--- config.mk ---
export PLATFORM = sky130hd
export DESIGN_NAME = hazard_sequencer_flat
export DESIGN_NICKNAME = d
export VERILOG_FILES = /design/src/rtl/hazard_sequencer_if.sv /design/src/rtl/hazard_sequencer.sv /design/src/flat_wrapper.sv
export SDC_FILE = /design/constraint.sdc
export NUM_CORES = 1
export LEC_CHECK = 0
export BUFFER_PORTS_ARGS = -buffer_cell sky130_fd_sc_hd__buf_2
export CORE_ASPECT_RATIO = 2
export CORE_UTILIZATION = 25
export DETAILED_ROUTE_END_ITERATION = 10
export PLACE_DENSITY = 0.54
export SLEW_MARGIN = 20
export SYNTH_ARGS = -nofsm -noshare
export SYNTH_HDL_FRONTEND = slang
export SYNTH_SLANG_ARGS = --single-unit
--- constraint.sdc ---
create_clock -name clk -period 3.8 [get_ports clk]
set_clock_uncertainty 0.1 [all_clocks]
set_input_delay 0.76 -clock clk [delete_from_list [all_inputs] [get_ports clk]]
set_output_delay 0.76 -clock clk [all_outputs]
set_load 0.03 [all_outputs]
--- src/rtl/hazard_sequencer_if.sv ---
// ============================================================================
//  Module      : hazard_sequencer_if
//  Description : Status/control bundle between the datapath/control unit
//                (master) and the hazard sequencer (slave).
//  Revision    : 1.0 - initial release
// ============================================================================
`default_nettype none

interface hazard_sequencer_if #(
    parameter int CNT_W = 32
);
    // Register-match and stage-status inputs to the sequencer
    logic             Match_1E_M;
    logic             Match_1E_W;
    logic             Match_2E_M;
    logic             Match_2E_W;
    logic             Match_12D_E;
    logic             RegWriteM;
    logic             RegWriteW;
    logic             MemtoRegE;
    logic             BranchTakenE;
    logic             PCWrPendingF;
    logic             PCSrcW;
    logic             LongE;

    // Stall, flush and forward-select lines back to the datapath
    logic [1:0]       ForwardAE;
    logic [1:0]       ForwardBE;
    logic             StallF;
    logic             StallD;
    logic             StallE;
    logic             FlushD;
    logic             FlushE;
    logic             FlushM;
    logic             LongStartE;
    logic             LongBusy;
    logic [CNT_W-1:0] StallCount;

    modport master (
        output Match_1E_M, Match_1E_W, Match_2E_M, Match_2E_W, Match_12D_E,
        output RegWriteM, RegWriteW, MemtoRegE, BranchTakenE,
        output PCWrPendingF, PCSrcW, LongE,
        input  ForwardAE, ForwardBE, StallF, StallD, StallE,
        input  FlushD, FlushE, FlushM, LongStartE, LongBusy, StallCount
    );

    modport slave (
        input  Match_1E_M, Match_1E_W, Match_2E_M, Match_2E_W, Match_12D_E,
        input  RegWriteM, RegWriteW, MemtoRegE, BranchTakenE,
        input  PCWrPendingF, PCSrcW, LongE,
        output ForwardAE, ForwardBE, StallF, StallD, StallE,
        output FlushD, FlushE, FlushM, LongStartE, LongBusy, StallCount
    );
endinterface

`default_nettype wire

--- src/rtl/hazard_sequencer.sv ---
// ============================================================================
//  Module      : hazard_sequencer
//  Description : Five-stage pipeline hazard unit: operand forwarding,
//                load-use stall, PC-write/branch flush and a multi-cycle
//                Execute sequencer that holds the pipe for long ops.
//  Revision    : 1.0 - initial release
// ============================================================================
`default_nettype none

module hazard_sequencer #(
    parameter int MUL_CYCLES = 3,   // Execute occupancy of a long op, 2..15
    parameter int CNT_W      = 32   // stall performance counter width
) (
    input  wire logic          clk,
    input  wire logic          reset,   // asynchronous, active-low
    hazard_sequencer_if.slave  hz
);

    typedef enum logic [0:0] {
        IDLE = 1'b0,
        BUSY = 1'b1
    } state_t;

    localparam logic [3:0]       c_LAST = 4'(MUL_CYCLES - 1);
    localparam logic [CNT_W-1:0] c_ONE  = CNT_W'(1);

    state_t           state_q, state_d;
    logic [3:0]       cnt_q, cnt_d;
    logic [CNT_W-1:0] stall_count_q;

    logic             w_exec_stall;
    logic             w_long_start;
    logic             w_ld_stall;
    logic             w_stall_f;

    // Long-op sequencer state register
    always_ff @(posedge clk or negedge reset) begin
        if (!reset) begin
            state_q <= IDLE;
            cnt_q   <= 4'd0;
        end else begin
            state_q <= state_d;
            cnt_q   <= cnt_d;
        end
    end

    // Long-op next state: a branch taken in Execute kills the long op before it starts
    always_comb begin
        state_d      = state_q;
        cnt_d        = cnt_q;
        w_exec_stall = 1'b0;
        w_long_start = 1'b0;
        case (state_q)
            IDLE: begin
                if (hz.LongE && !hz.BranchTakenE) begin
                    w_exec_stall = 1'b1;
                    w_long_start = 1'b1;
                    state_d      = BUSY;
                    cnt_d        = 4'd1;
                end
            end
            BUSY: begin
                if (cnt_q < c_LAST) begin
                    w_exec_stall = 1'b1;
                    cnt_d        = cnt_q + 4'd1;
                end else begin
                    state_d = IDLE;
                    cnt_d   = 4'd0;
                end
            end
            default: begin
                state_d = IDLE;
                cnt_d   = 4'd0;
            end
        endcase
    end

    // Forward/stall/flush decode; everything is held at zero while in reset
    always_comb begin
        hz.ForwardAE  = 2'b00;
        hz.ForwardBE  = 2'b00;
        hz.StallF     = 1'b0;
        hz.StallD     = 1'b0;
        hz.StallE     = 1'b0;
        hz.FlushD     = 1'b0;
        hz.FlushE     = 1'b0;
        hz.FlushM     = 1'b0;
        hz.LongStartE = 1'b0;
        w_ld_stall    = hz.Match_12D_E & hz.MemtoRegE;
        if (reset) begin
            // Memory-stage result is newer, so it beats Writeback
            if (hz.Match_1E_M && hz.RegWriteM)      hz.ForwardAE = 2'b10;
            else if (hz.Match_1E_W && hz.RegWriteW) hz.ForwardAE = 2'b01;
            if (hz.Match_2E_M && hz.RegWriteM)      hz.ForwardBE = 2'b10;
            else if (hz.Match_2E_W && hz.RegWriteW) hz.ForwardBE = 2'b01;

            hz.LongStartE = w_long_start;
            if (w_exec_stall) begin
                // Freeze F/D/E and bubble Memory; never flush the long op
                hz.StallF = 1'b1;
                hz.StallD = 1'b1;
                hz.StallE = 1'b1;
                hz.FlushM = 1'b1;
            end else begin
                hz.StallF = w_ld_stall | hz.PCWrPendingF;
                hz.StallD = w_ld_stall;
                hz.FlushD = hz.PCWrPendingF | hz.PCSrcW | hz.BranchTakenE;
                hz.FlushE = w_ld_stall | hz.BranchTakenE;
            end
        end
    end

    assign w_stall_f   = hz.StallF;
    assign hz.LongBusy = reset & (state_q == BUSY);

    // Stall performance counter, wraps naturally
    always_ff @(posedge clk or negedge reset) begin
        if (!reset) begin
            stall_count_q <= '0;
        end else if (w_stall_f) begin
            stall_count_q <= stall_count_q + c_ONE;
        end
    end

    assign hz.StallCount = stall_count_q;

endmodule

`default_nettype wire

--- src/flat_wrapper.sv ---
// flat-port wrapper written by rule: the top's interface ports become plain ports
module hazard_sequencer_flat 
#(
    parameter int MUL_CYCLES = 3,                                           
    parameter int CNT_W      = 32                                     
)
  (clk, reset, hz_Match_1E_M, hz_Match_1E_W, hz_Match_2E_M, hz_Match_2E_W, hz_Match_12D_E, hz_RegWriteM, hz_RegWriteW, hz_MemtoRegE, hz_BranchTakenE, hz_PCWrPendingF, hz_PCSrcW, hz_LongE, hz_ForwardAE, hz_ForwardBE, hz_StallF, hz_StallD, hz_StallE, hz_FlushD, hz_FlushE, hz_FlushM, hz_LongStartE, hz_LongBusy, hz_StallCount);
  hazard_sequencer_if #(.CNT_W(CNT_W)) hz_i ();
  input  wire logic clk;
  input  wire logic reset;
  input wire logic [$bits(hz_i.Match_1E_M)-1:0] hz_Match_1E_M;
  input wire logic [$bits(hz_i.Match_1E_W)-1:0] hz_Match_1E_W;
  input wire logic [$bits(hz_i.Match_2E_M)-1:0] hz_Match_2E_M;
  input wire logic [$bits(hz_i.Match_2E_W)-1:0] hz_Match_2E_W;
  input wire logic [$bits(hz_i.Match_12D_E)-1:0] hz_Match_12D_E;
  input wire logic [$bits(hz_i.RegWriteM)-1:0] hz_RegWriteM;
  input wire logic [$bits(hz_i.RegWriteW)-1:0] hz_RegWriteW;
  input wire logic [$bits(hz_i.MemtoRegE)-1:0] hz_MemtoRegE;
  input wire logic [$bits(hz_i.BranchTakenE)-1:0] hz_BranchTakenE;
  input wire logic [$bits(hz_i.PCWrPendingF)-1:0] hz_PCWrPendingF;
  input wire logic [$bits(hz_i.PCSrcW)-1:0] hz_PCSrcW;
  input wire logic [$bits(hz_i.LongE)-1:0] hz_LongE;
  output wire logic [$bits(hz_i.ForwardAE)-1:0] hz_ForwardAE;
  output wire logic [$bits(hz_i.ForwardBE)-1:0] hz_ForwardBE;
  output wire logic [$bits(hz_i.StallF)-1:0] hz_StallF;
  output wire logic [$bits(hz_i.StallD)-1:0] hz_StallD;
  output wire logic [$bits(hz_i.StallE)-1:0] hz_StallE;
  output wire logic [$bits(hz_i.FlushD)-1:0] hz_FlushD;
  output wire logic [$bits(hz_i.FlushE)-1:0] hz_FlushE;
  output wire logic [$bits(hz_i.FlushM)-1:0] hz_FlushM;
  output wire logic [$bits(hz_i.LongStartE)-1:0] hz_LongStartE;
  output wire logic [$bits(hz_i.LongBusy)-1:0] hz_LongBusy;
  output wire logic [$bits(hz_i.StallCount)-1:0] hz_StallCount;
  assign hz_i.Match_1E_M = hz_Match_1E_M;
  assign hz_i.Match_1E_W = hz_Match_1E_W;
  assign hz_i.Match_2E_M = hz_Match_2E_M;
  assign hz_i.Match_2E_W = hz_Match_2E_W;
  assign hz_i.Match_12D_E = hz_Match_12D_E;
  assign hz_i.RegWriteM = hz_RegWriteM;
  assign hz_i.RegWriteW = hz_RegWriteW;
  assign hz_i.MemtoRegE = hz_MemtoRegE;
  assign hz_i.BranchTakenE = hz_BranchTakenE;
  assign hz_i.PCWrPendingF = hz_PCWrPendingF;
  assign hz_i.PCSrcW = hz_PCSrcW;
  assign hz_i.LongE = hz_LongE;
  assign hz_ForwardAE = hz_i.ForwardAE;
  assign hz_ForwardBE = hz_i.ForwardBE;
  assign hz_StallF = hz_i.StallF;
  assign hz_StallD = hz_i.StallD;
  assign hz_StallE = hz_i.StallE;
  assign hz_FlushD = hz_i.FlushD;
  assign hz_FlushE = hz_i.FlushE;
  assign hz_FlushM = hz_i.FlushM;
  assign hz_LongStartE = hz_i.LongStartE;
  assign hz_LongBusy = hz_i.LongBusy;
  assign hz_StallCount = hz_i.StallCount;
  hazard_sequencer #(.MUL_CYCLES(MUL_CYCLES), .CNT_W(CNT_W)) u_core (.clk(clk), .reset(reset), .hz(hz_i));
endmodule
==> qor.yml, run 1 <==
run_status:
  status: "finished clean"
global_routing:
  grt_start_max_net_pins: 31
  grt-ovfl-total: 0
  antenna_found_initial: 0
  grt_pass1_vias: 1597
  track_usage_pct: 12.6
  grt_pass1_wl_um: 7740
drt:
  wl_um: 4640
  dr_total_vias: 1574
  dr.pass1.iters: 6
  drtIter0Drc: 21
  wl_per_cell_um: 13.9
  drc_errors: 0
  vias_per_cell: 4.73
  postRouteAntennaNets: 0
die:
  rows: 44
  die_w_um: 63.2
  ioPinCount: 58
  dieArea_mm2: 0.00786
  die_h_um: 124
  initial_utilization_pct: 25.8
  fp.coreArea_mm2: 0.00727
placed_design:
  hpwl_um: 3550
  place_area_mm2: 0.00225
  gp_congestion: 0.778
  dpl.cell_count: 325
  post-place-ws_ns: 1.07
  port-buffer-count: 57
yosys:
  post-synth-top-count-cell: "dfrtp_1"
  yosys.area.top_type: "dfrtp_1"
  synth_top_area_share_pct: 49.4
  synth_cells: 177
  yosysSeqAreaShare_pct: 49.4
  synth_common_cells: "dfrtp_1 (37), xnor2_1 (30), nand4_1 (19)"
  synthesis.nets: 193
  ys.flop_type: "dfrtp_1"
  synthTopCellsByArea: "dfrtp_1 (49%), xnor2_1 (14%), nand4_1 (6.3%)"
  ys_ff_latch: 37
  yosys.cell_types.count: 30
  synth_edf_count: 0
  async_flop_share_pct: 100
  syn_area_per_cell_um2: 10.6
  synth_area_mm2: 0.00187
  yosys_warnings: 0
clock_network:
  cts-htree-levels: 2
  clk_latency_ns: 0.28
  cts_resized: 0
  cts.reportedPaths.clkPinSlew_ns: 0.06
  root_buffer: "clkbuf_16"
  cts_buffers: 5
  post_cts_buffers: 0
  cts_buffer_depth: 2
  cts_sinks: 37
  cts_hold_buf: 0
  cts_tree: "done"
cells_and_area:
  fin_nets: 256
  antenna_cells: 0
  seq_area_um2: 926
  area_growth_syn_to_layout_pct: 29.4
  drive_gt1_share_pct: 30.7
  fillers: 789
  design_area_mm2: 0.00242
  fin_cells: 333
  multi_input_area_um2: 891
sta:
  fin_crit_sh_pct: 70.5
  slew_headroom_pct: 64.9
  hold_ws_ns: 0.340
  hold_viol: 0
  tns_ns: 0
  rsz0062_at_grt: "no"
  slew_viol_final: 0
  finalWorstSetupSlack_ns: 1.12
  final-setup-viol-count: 0
  layout_min_cycle_time_ns: 2.68
  tightest_slew_ns: 0.523
  fmax_ghz: 0.373
power:
  p_per_area_mw_per_mm2: 564
  leakage_nw: 1.15
  ir_worst_vdd_v: 0.000168
worst_setup_path:
  setup.worst_path.start_class: "input pin"
  crit_fanout: 26
  cp.arrival_ns: 1.82
  critical_path_class: "in -> out"
  critPathRequiredTime_ns: 2.94
  cp-end-kind: "output pin"
run:
  max-cap-violations: 0
worst_hold_path:
  hold_class: "in -> async"
==> power breakdown <==
group	switching, W	internal (W)	total (W)
logic	0.000237	0.000131	0.000368
registers	0.0000779	0.000448	0.000526
clock network	0.000162	0.000310	0.000473
==> kinds of logic (layout without fill, tap and decap cells) <==
group / after synthesis / in the layout / synth area share [%]
compound gates: 9 / 9 / 2.81
xor+xnor: 31 / 31 / 14.5
fa+ha+maj: 2 / 2 / 1.34
buf+inv: 8 / 72 / 3.01
flops: 37 / 37 / 49.4
mux: 1 / 1 / 0.601
simple gates: 89 / 89 / 28.3
==> flip-flops by register name, summed over array words and instances, names as in the netlist <==
register              cells
u_core.cnt_q              4
u_core.hz.StallCount     32
u_core.state_q            1
==> critical path: stages <==
cell and delay [ns]:
buf_2 0.41, inv_1 0.19, nor3b_1 0.22, buf_2 0.22
==> cell usage in the layout (no fill, tap or decap), drive strengths merged <==
cell / count
a21oi: 5
or3: 1
ha: 2
nand3: 16
xor2: 1
and3: 7
inv: 5
clkinv: 1
clkbuf: 5
or4: 1
nand2: 13
nand4b: 1
nor2: 10
nor3: 7
buf: 60
nor2b: 2
nor3b: 2
a21o: 1
bufinv: 1
dfrtp: 37
o31a: 1
nor4: 4
and2: 2
nand3b: 2
nand4: 19
o21ai: 2
nor4b: 1
mux2: 1
and4: 1
xnor2: 30
==> per-layer routing <==
layer / vias up / global-route usage, % / wire length, um
met1: 778 / 12.6 / 1740
met5: - / 0 / 0
met3: 4 / 2.47 / 118
met4: 0 / 5.88 / 64
met2: 37 / 24.0 / 2720
li1: 755 / - / -
==> through the flow <==
| stage | power [W] | utilization, % |
|---|---|---|
| 6_report | 0.00137 | 33.4 |
| 5_1_grt | 0.00145 | 33.4 |
| 4_1_cts | 0.00139 | 33.4 |
| 3_5_place_dp | 0.000910 | 31.0 |
| 3_3_place_gp | 0.000903 | 31.0 |
| 2_1_floorplan | 0.000794 | - |
==> path summary, 6_finish.rpt <==
| kind | from | endpoint | slack (ns) | depth (start not counted) |
|---|---|---|---|---|
| setup / recovery | reset | hz_LongStartE | 1.12 | 4 |
| hold / removal | reset | u_core.hz.StallCount[20] | 0.34 | 1 |
| setup reg to reg | u_core.state_q | u_core.hz.StallCount[1] | 1.84 | 4 |
| hold reg to reg | u_core.hz.StallCount[29] | u_core.hz.StallCount[29] | 0.39 | 1 |
| max in group asynchronous | reset | u_core.hz.StallCount[11] | 2.69 | 2 |
| min in group clk | u_core.hz.StallCount[29] | u_core.hz.StallCount[29] | 0.39 | 1 |
==> area by class of cell <==
| type | instances | area share (%) |
|---|---|---|
| multi-input combinational | 132 | 36.8 |
| inverter | 4 | 0.620 |
| sequential | 37 | 38.2 |
| tap | 92 | 4.75 |
| clock inverter | 3 | 1.81 |
| timing repair buffer | 60 | 12.7 |
| clock buffer | 5 | 5.16 |
(Power assumes the default switching activity.)
==> run 2, diff against run 1 <==
- ABC_AREA: default -> 1
- clock period: 3.8 -> 2.3 ns (I/O delays scaled with it)
==> qor.yml, run 2 <==
clock_network:
  cts.reportedPaths.clkPinSlew_ns: 0.06  # about the same
  cts_tree: "done"  # unchanged
  cts_buffer_depth: 2  # unchanged
  root_buffer: "clkbuf_16"  # unchanged
  post_cts_buffers: 0  # unchanged
  cts_sinks: 37  # unchanged
  clk_latency_ns: 0.29  # was 0.28 ns
  cts_buffers: 5  # unchanged
  cts-htree-levels: 2  # unchanged
power:
  ir_worst_vdd_v: 0.000337  # was 0.000168 V
  leakage_nw: 1.54  # was 1.15 nW
  p_per_area_mw_per_mm2: 761  # was 564 mW/mm2
  total_power_w: 0.00221  # was 0.00137 W
cells_and_area:
  seq_area_um2: 926  # unchanged
  fin_nets: 422  # was 256
  multi_input_area_mm2: 0.00118  # was 891 um2
  drive_gt1_share_pct: 20.4  # was 30.7%
  antenna_cells: 0  # unchanged
  fillers: 1031  # was 789
  largest_reg_flops: 32  # unchanged
  area_growth_syn_to_layout_pct: 23.1  # was 29.4%
  final_cell_mix: "nand2_1 (110), buf_2 (57), inv_1 (52)"  # was buf_2 (57), dfrtp_1 (37), xnor2_1 (30)
  layout_commonest_cell: "nand2_1"  # was buf_2
yosys:
  synth_edf_count: 0  # unchanged
  ys_ff_latch: 37  # unchanged
  async_flop_share_pct: 100  # unchanged
  ys.flop_type: "dfrtp_1"  # unchanged
  yosys_warnings: 0  # unchanged
  synthTopCellsByArea: "dfrtp_1 (39%), nand2_1 (18%), inv_1 (8.3%)"  # was dfrtp_1 (49%), xnor2_1 (14%), nand4_1 (6.3%)
  synthesis.nets: 359  # was 193
  synth_cells: 343  # was 177
  synth_top_area_share_pct: 39.3  # was 49.4%
  syn_area_per_cell_um2: 6.87  # was 10.6 um2
  synth_common_cells: "nand2_1 (110), inv_1 (52), nor2_1 (48)"  # was dfrtp_1 (37), xnor2_1 (30), nand4_1 (19)
  yosys.area.top_type: "dfrtp_1"  # unchanged
  post-synth-top-count-cell: "nand2_1"  # was dfrtp_1
  yosys.cell_types.count: 25  # was 30
  yosysSeqAreaShare_pct: 39.3  # was 49.4%
  synth_area_mm2: 0.00235  # was 0.00187 mm2
worst_setup_path:
  critical_path_class: "reg -> out"  # was in -> out
  r2r_cells: 6  # was 4
  cp_num_cells: 6  # was 4
  setup.worst_path.start_class: "flip-flop"  # was input pin
  crit_slowest_cell: "dfrtp_1"  # was buf_2
  cp_num_buf_inv: 2  # was 3
  crit_fanout: 7  # was 26
  critPathRequiredTime_ns: 1.74  # was 2.94 ns
  r2r_slack_ns: 0.60  # was 1.84 ns
  critPathMaxStageDelay_ns: 0.46  # was 0.41 ns
  cp.arrival_ns: 1.54  # was 1.82 ns
  cp-end-kind: "output pin"  # unchanged
  path_delay_family: "flip-flops"  # was buffers and inverters
  cp_common_cell: "nand2_1"  # was buf_2
  cp_cell_sequence: "inv_2 > nand2_1 > nand2_1 > nand2_1 > a21oi_1 > buf_2"  # was buf_2 > inv_1 > nor3b_1 > buf_2
sta:
  fin_crit_sh_pct: 91.2
  tightest_slew_ns: 0.395  # was 0.523 ns
  slew_headroom_pct: 73.7  # was 64.9%
  hold_viol: 0  # unchanged
  rsz0062_at_grt: "no"  # unchanged
  tns_ns: 0  # unchanged
  final-setup-viol-count: 0  # unchanged
  slew_viol_final: 0  # unchanged
  fmax_ghz: 0.476
  layout_min_cycle_time_ns: 2.10
placed_design:
  gp_congestion: 0.826  # was 0.778
  port-buffer-count: 57  # unchanged
  hpwl_um: 5170  # was 3550 um
global_routing:
  track_usage_pct: 14.0  # was 12.6%
  grt_pass1_vias: 2241  # was 1597
  grt-ovfl-total: 0  # unchanged
  grt_pass1_wl_um: 10600  # was 7740 um
  antenna_found_initial: 0  # unchanged
  grt_start_max_net_pins: 41  # was 31
die:
  initial_utilization_pct: 26.0  # was 25.8%
  ioPinCount: 58  # unchanged
  die_h_um: 139  # was 124 um
  fp.coreArea_mm2: 0.00907  # was 0.00727 mm2
  die_w_um: 70.6  # was 63.2 um
  rows: 49  # was 44
  dieArea_mm2: 0.00983  # was 0.00786 mm2
drt:
  drc_errors: 8  # was 0
  wl_per_cell_um: 12.8  # was 13.9 um
  postRouteAntennaNets: 0  # unchanged
  vias_per_cell: 4.50  # was 4.73
  wl_um: 6510  # was 4640 um
  dr.pass1.iters: 9  # was 6
  drtIter0Drc: 109  # was 21
  dr_total_vias: 2288  # was 1574
run_status:
  violations: "DRC"
  status: "finished, violations left"  # was finished clean
run:
  max-cap-violations: 0  # unchanged
worst_hold_path:
  hold_class: "in -> async"  # unchanged
==> run 2: cell types whose count changed after synthesis, sizes merged, moves of 3 or more <==
cell   previous run  this run
nor4              4         0
nor3              7         3
inv               4        55
and3              7         0
xnor2            30        12
nor2             10        57
nand4            19        12
nand2            13       112
nand3            16        35
xor2              1         4
==> run 2: routing by layer <==
layer  wire, um  up-vias  global-route usage, %  share of wire [%]
met5          0        -                      0                  0
met4        281        0                   8.74                4.3
met3        182       14                   2.39                2.8
met2       3680       39                   26.8                 57
met1       2360     1049                   13.5                 36
li1           -     1186                      -                  -
==> run 2: final cells by class <==
| cell class | count | share of cell area [%] |
|---|---|---|
| flip-flops and latches | 37 | 32.0 |
| repair buffers | 62 | 11.2 |
| multi-input cells | 245 | 40.6 |
| clock buffers | 8 | 4.71 |
| inverters | 55 | 7.12 |
| well taps | 102 | 4.40 |
==> run 2: worst register-to-register path, stage by stage (launching register included) <==
cell and delay (ns):
dfrtp_1 0.46, inv_2 0.12, nand3_2 0.10, nand3_4 0.10
buf_4 0.37, nand3_1 0.17, xnor2_1 0.17
==> run 2: worst paths after layout <==
| check | from | to |
|---|---|---|
| setup / recovery | u_core.state_q | hz_FlushE |
| hold / removal | reset | u_core.hz.StallCount[0] |
| setup reg to reg | u_core.state_q | u_core.hz.StallCount[6] |
| hold reg to reg | u_core.cnt_q[3] | u_core.cnt_q[3] |
| max in group asynchronous | reset | u_core.hz.StallCount[3] |
| min in group clk | u_core.cnt_q[3] | u_core.cnt_q[3] |
==> run 2: report_power, final <==
group          internal [W]  switching, W  total (W)
Sequential         0.000734      0.000101   0.000836
Clock              0.000403      0.000261   0.000664
Combinational      0.000209      0.000497   0.000707
Total               0.00135      0.000859    0.00221
==> run 2: cell families (layout without fill, tap and decap cells) <==
| group | Yosys count | in the layout | synth area share [%] |
|---|---|---|---|
| buffers and inverters | 61 | 125 | 10.7 |
| XOR/XNOR | 16 | 16 | 5.95 |
| flip-flops | 37 | 37 | 39.3 |
| AND/OR/NAND/NOR | 220 | 220 | 41.1 |
| AO/OA/AOI/OAI | 6 | 6 | 1.43 |
| multiplexers | 1 | 1 | 0.425 |
| adder cells (fa/ha/maj) | 2 | 2 | 1.06 |
==> run 2: repair_timing <==
action	in CTS	in global routing
hold endpoints to repair	1	0
gates resized for setup	0	0
hold buffers	1	0
==> run 2: through the flow <==
step | cell area [um2] | hold slack [ns] | cells | setup slack (ns) | util, %
2_1_floorplan | 2350 | 0.0644 | 343 | 0.229 | -
3_3_place_gp | 2750 | 0.257 | 500 | 0.391 | 30.3
3_5_place_dp | 2750 | 0.253 | 500 | 0.371 | 30.3
4_1_cts | 2900 | 0.215 | 509 | 0.204 | 31.9
5_1_grt | 2900 | 0.239 | 509 | 0.0687 | 31.9
6_report | 2900 | 0.206 | 509 | 0.201 | 31.9
==> run 3, diff against run 2 <==
- CORE_UTILIZATION: 25 -> 48
- MAX_ROUTING_LAYER: default -> met4
- PLACE_DENSITY: 0.54 -> 0.85
==> qor.yml, run 3 (synthesized netlist as in run 2, its figures left out) <==
run_status:
  status: "finished clean"  # was finished, violations left
sta:
  slew_viol_final: 0  # unchanged
  finalWorstSetupSlack_ns: 0.205  # was 0.201 ns
  tns_ns: 0  # unchanged
  rsz0062_at_grt: "no"  # unchanged
  fin_crit_sh_pct: 91.1  # was 91.2%
  slew_headroom_pct: 73.6  # was 73.7%
  tightest_slew_ns: 0.397  # was 0.395 ns
  layout_min_cycle_time_ns: 2.10  # about the same
  fmax_ghz: 0.477  # was 0.476 GHz
  hold_viol: 0  # unchanged
  final-setup-viol-count: 0  # unchanged
  hold_ws_ns: 0.163  # was 0.206 ns
cells_and_area:
  fin_nets: 422  # unchanged
  layout_commonest_cell: "nand2_1"  # unchanged
  fillers: 474  # was 1031
  design_area_mm2: 0.00279  # was 0.00290 mm2
  antenna_cells: 0  # unchanged
  largest_reg_flops: 32  # unchanged
  final_cell_mix: "nand2_1 (110), buf_2 (57), inv_1 (52)"  # unchanged
  drive_gt1_share_pct: 20.6  # was 20.4%
  area_growth_syn_to_layout_pct: 18.3  # was 23.1%
drt:
  drtIter0Drc: 56  # was 109
  postRouteAntennaNets: 0  # unchanged
  wl_um: 5880  # was 6510 um
  top_layer: "met4"  # unchanged
  wl_per_cell_um: 12.7  # was 12.8 um
  drc_errors: 0  # was 8
  wirelength_met1_um: 2090  # was 2360 um
  met3_wirelength_um: 210  # was 182 um
  dr_total_vias: 2367  # was 2288
  dr.pass1.iters: 4  # was 9
  vias_per_cell: 5.12  # was 4.50
  wl_met2_um: 3260  # was 3680 um
clock_network:
  cts.reportedPaths.clkPinSlew_ns: 0.08  # was 0.06 ns
  cts-htree-levels: 2  # unchanged
  clk_latency_ns: 0.29  # about the same
  cts_resized: 0  # unchanged
  root_buffer: "clkbuf_8"  # was clkbuf_16
  cts_buffers: 5  # unchanged
  cts_buffer_depth: 2  # unchanged
  cts_tree: "done"  # unchanged
  cts_sinks: 37  # unchanged
worst_setup_path:
  cp_common_cell: "nand2_1"  # unchanged
  startpoint: "u_core.state_q"  # unchanged
  critical_path_class: "reg -> out"  # unchanged
  cp.arrival_ns: 1.54  # about the same
  r2r_slack_ns: 0.61  # was 0.60 ns
  path_delay_family: "flip-flops"  # unchanged
  crit_fanout: 7  # unchanged
  cp_num_cells: 6  # unchanged
  critPathRequiredTime_ns: 1.74  # about the same
  r2r_cells: 6  # unchanged
  cp-end-kind: "output pin"  # unchanged
  setup.worst_path.start_class: "flip-flop"  # unchanged
  rr_endpoint: "u_core.hz.StallCount[8]"  # was u_core.hz.StallCount[6]
  cp_num_buf_inv: 2  # unchanged
  critPathMaxStageDelay_ns: 0.46  # about the same
  r2r_start: "u_core.state_q"  # unchanged
  cp-endpoint: "hz_FlushE"  # unchanged
  crit_slowest_cell: "dfrtp_1"  # unchanged
  cp_cell_sequence: "inv_2 > nand2_1 > nand2_1 > nand2_1 > a21oi_1 > buf_2"  # unchanged
power:
  p_seq_share_pct: 41.9  # was 37.9%
  leakage_nw: 1.51  # was 1.54 nW
  ir_worst_vdd_v: 0.000586  # was 0.000337 V
  switching_share_pct: 41.8  # was 38.9%
  p_per_area_mw_per_mm2: 714  # was 761 mW/mm2
  total_power_w: 0.00199  # was 0.00221 W
  p_sw_w: 0.000830  # was 0.000859 W
  pwr-share-comb_pct: 35.6  # was 32.0%
  cellInternalPower_w: 0.00116  # was 0.00135 W
  clockPowerShare_pct: 22.5  # was 30.1%
placed_design:
  place_area_mm2: 0.00269  # was 0.00275 mm2
  port-buffer-count: 57  # unchanged
  gp_congestion: 0.961  # was 0.826
  hpwl_um: 4680  # was 5170 um
  post-place-ws_ns: 0.394  # was 0.371 ns
worst_hold_path:
  hold_class: "in -> async"  # unchanged
die:
  ioPinCount: 58  # unchanged
  die_h_um: 101  # was 139 um
  rows: 35  # was 49
  dieArea_mm2: 0.00521  # was 0.00983 mm2
  die_w_um: 51.5  # was 70.6 um
  fp.coreArea_mm2: 0.00464  # was 0.00907 mm2
  initial_utilization_pct: 50.7  # was 26.0%
global_routing:
  grt-ovfl-total: 0  # unchanged
  track_usage_pct: 25.6  # was 14.0%
  grt_pass1_vias: 2264  # was 2241
  grt_start_max_net_pins: 41  # unchanged
  grt_pass1_wl_um: 9720  # was 10600 um
  antenna_found_initial: 0  # unchanged
run:
  max-cap-violations: 0  # unchanged
-- run 3: worst min path at each step --
stage	to	slack, ns
after floorplan	u_core.cnt_q[0]	0.06
after global placement	u_core.hz.StallCount[1]	0.23
after CTS	u_core.hz.StallCount[6]	0.16
after detailed placement	u_core.hz.StallCount[1]	0.23
after global routing	u_core.hz.StallCount[3]	0.18
final	u_core.hz.StallCount[2]	0.16
-- run 3: power by group through the flow --
stage,clock (W),sequential (W),combinational (W)
after floorplan,0,0.000924,0.000451
after global placement,0,0.000843,0.000690
after detailed placement,0,0.000848,0.000703
after CTS,0.000456,0.000835,0.000706
after global routing,0.000486,0.000850,0.000768
final,0.000448,0.000834,0.000707
-- run 3: layer usage --
| metal | track usage [%] | vias to the layer above |
|---|---|---|
| met5 | - | - |
| met4 | 15.8 | 0 |
| met3 | 3.32 | 26 |
| met2 | 46.3 | 81 |
| met1 | 24.5 | 1083 |
| li1 | - | 1177 |
-- run 3: metrics by stage --
stage	std cells	util (%)
after detailed placement	453	58.0
after CTS	462	60.0
after global placement	453	58.0
after global routing	462	60.0
after floorplan	343	-
final	462	60.0
-- run 3: final cells by class --
type / count / area, um2 / share of cell area [%]
Tap cell: 55 / 68.8 / 2.47
Multi-Input combinational cell: 245 / 1180 / 42.2
Timing Repair Buffer: 62 / 325 / 11.7
Inverter: 55 / 206 / 7.41
Clock buffer: 7 / 76.3 / 2.74
Sequential cell: 37 / 926 / 33.2
Clock inverter: 1 / 7.51 / 0.269
-- run 3: repair_timing --
action	4_1_cts	5_1_grt
hold endpoints to repair	2	0
hold buffers	1	0
buffers inserted	0	0
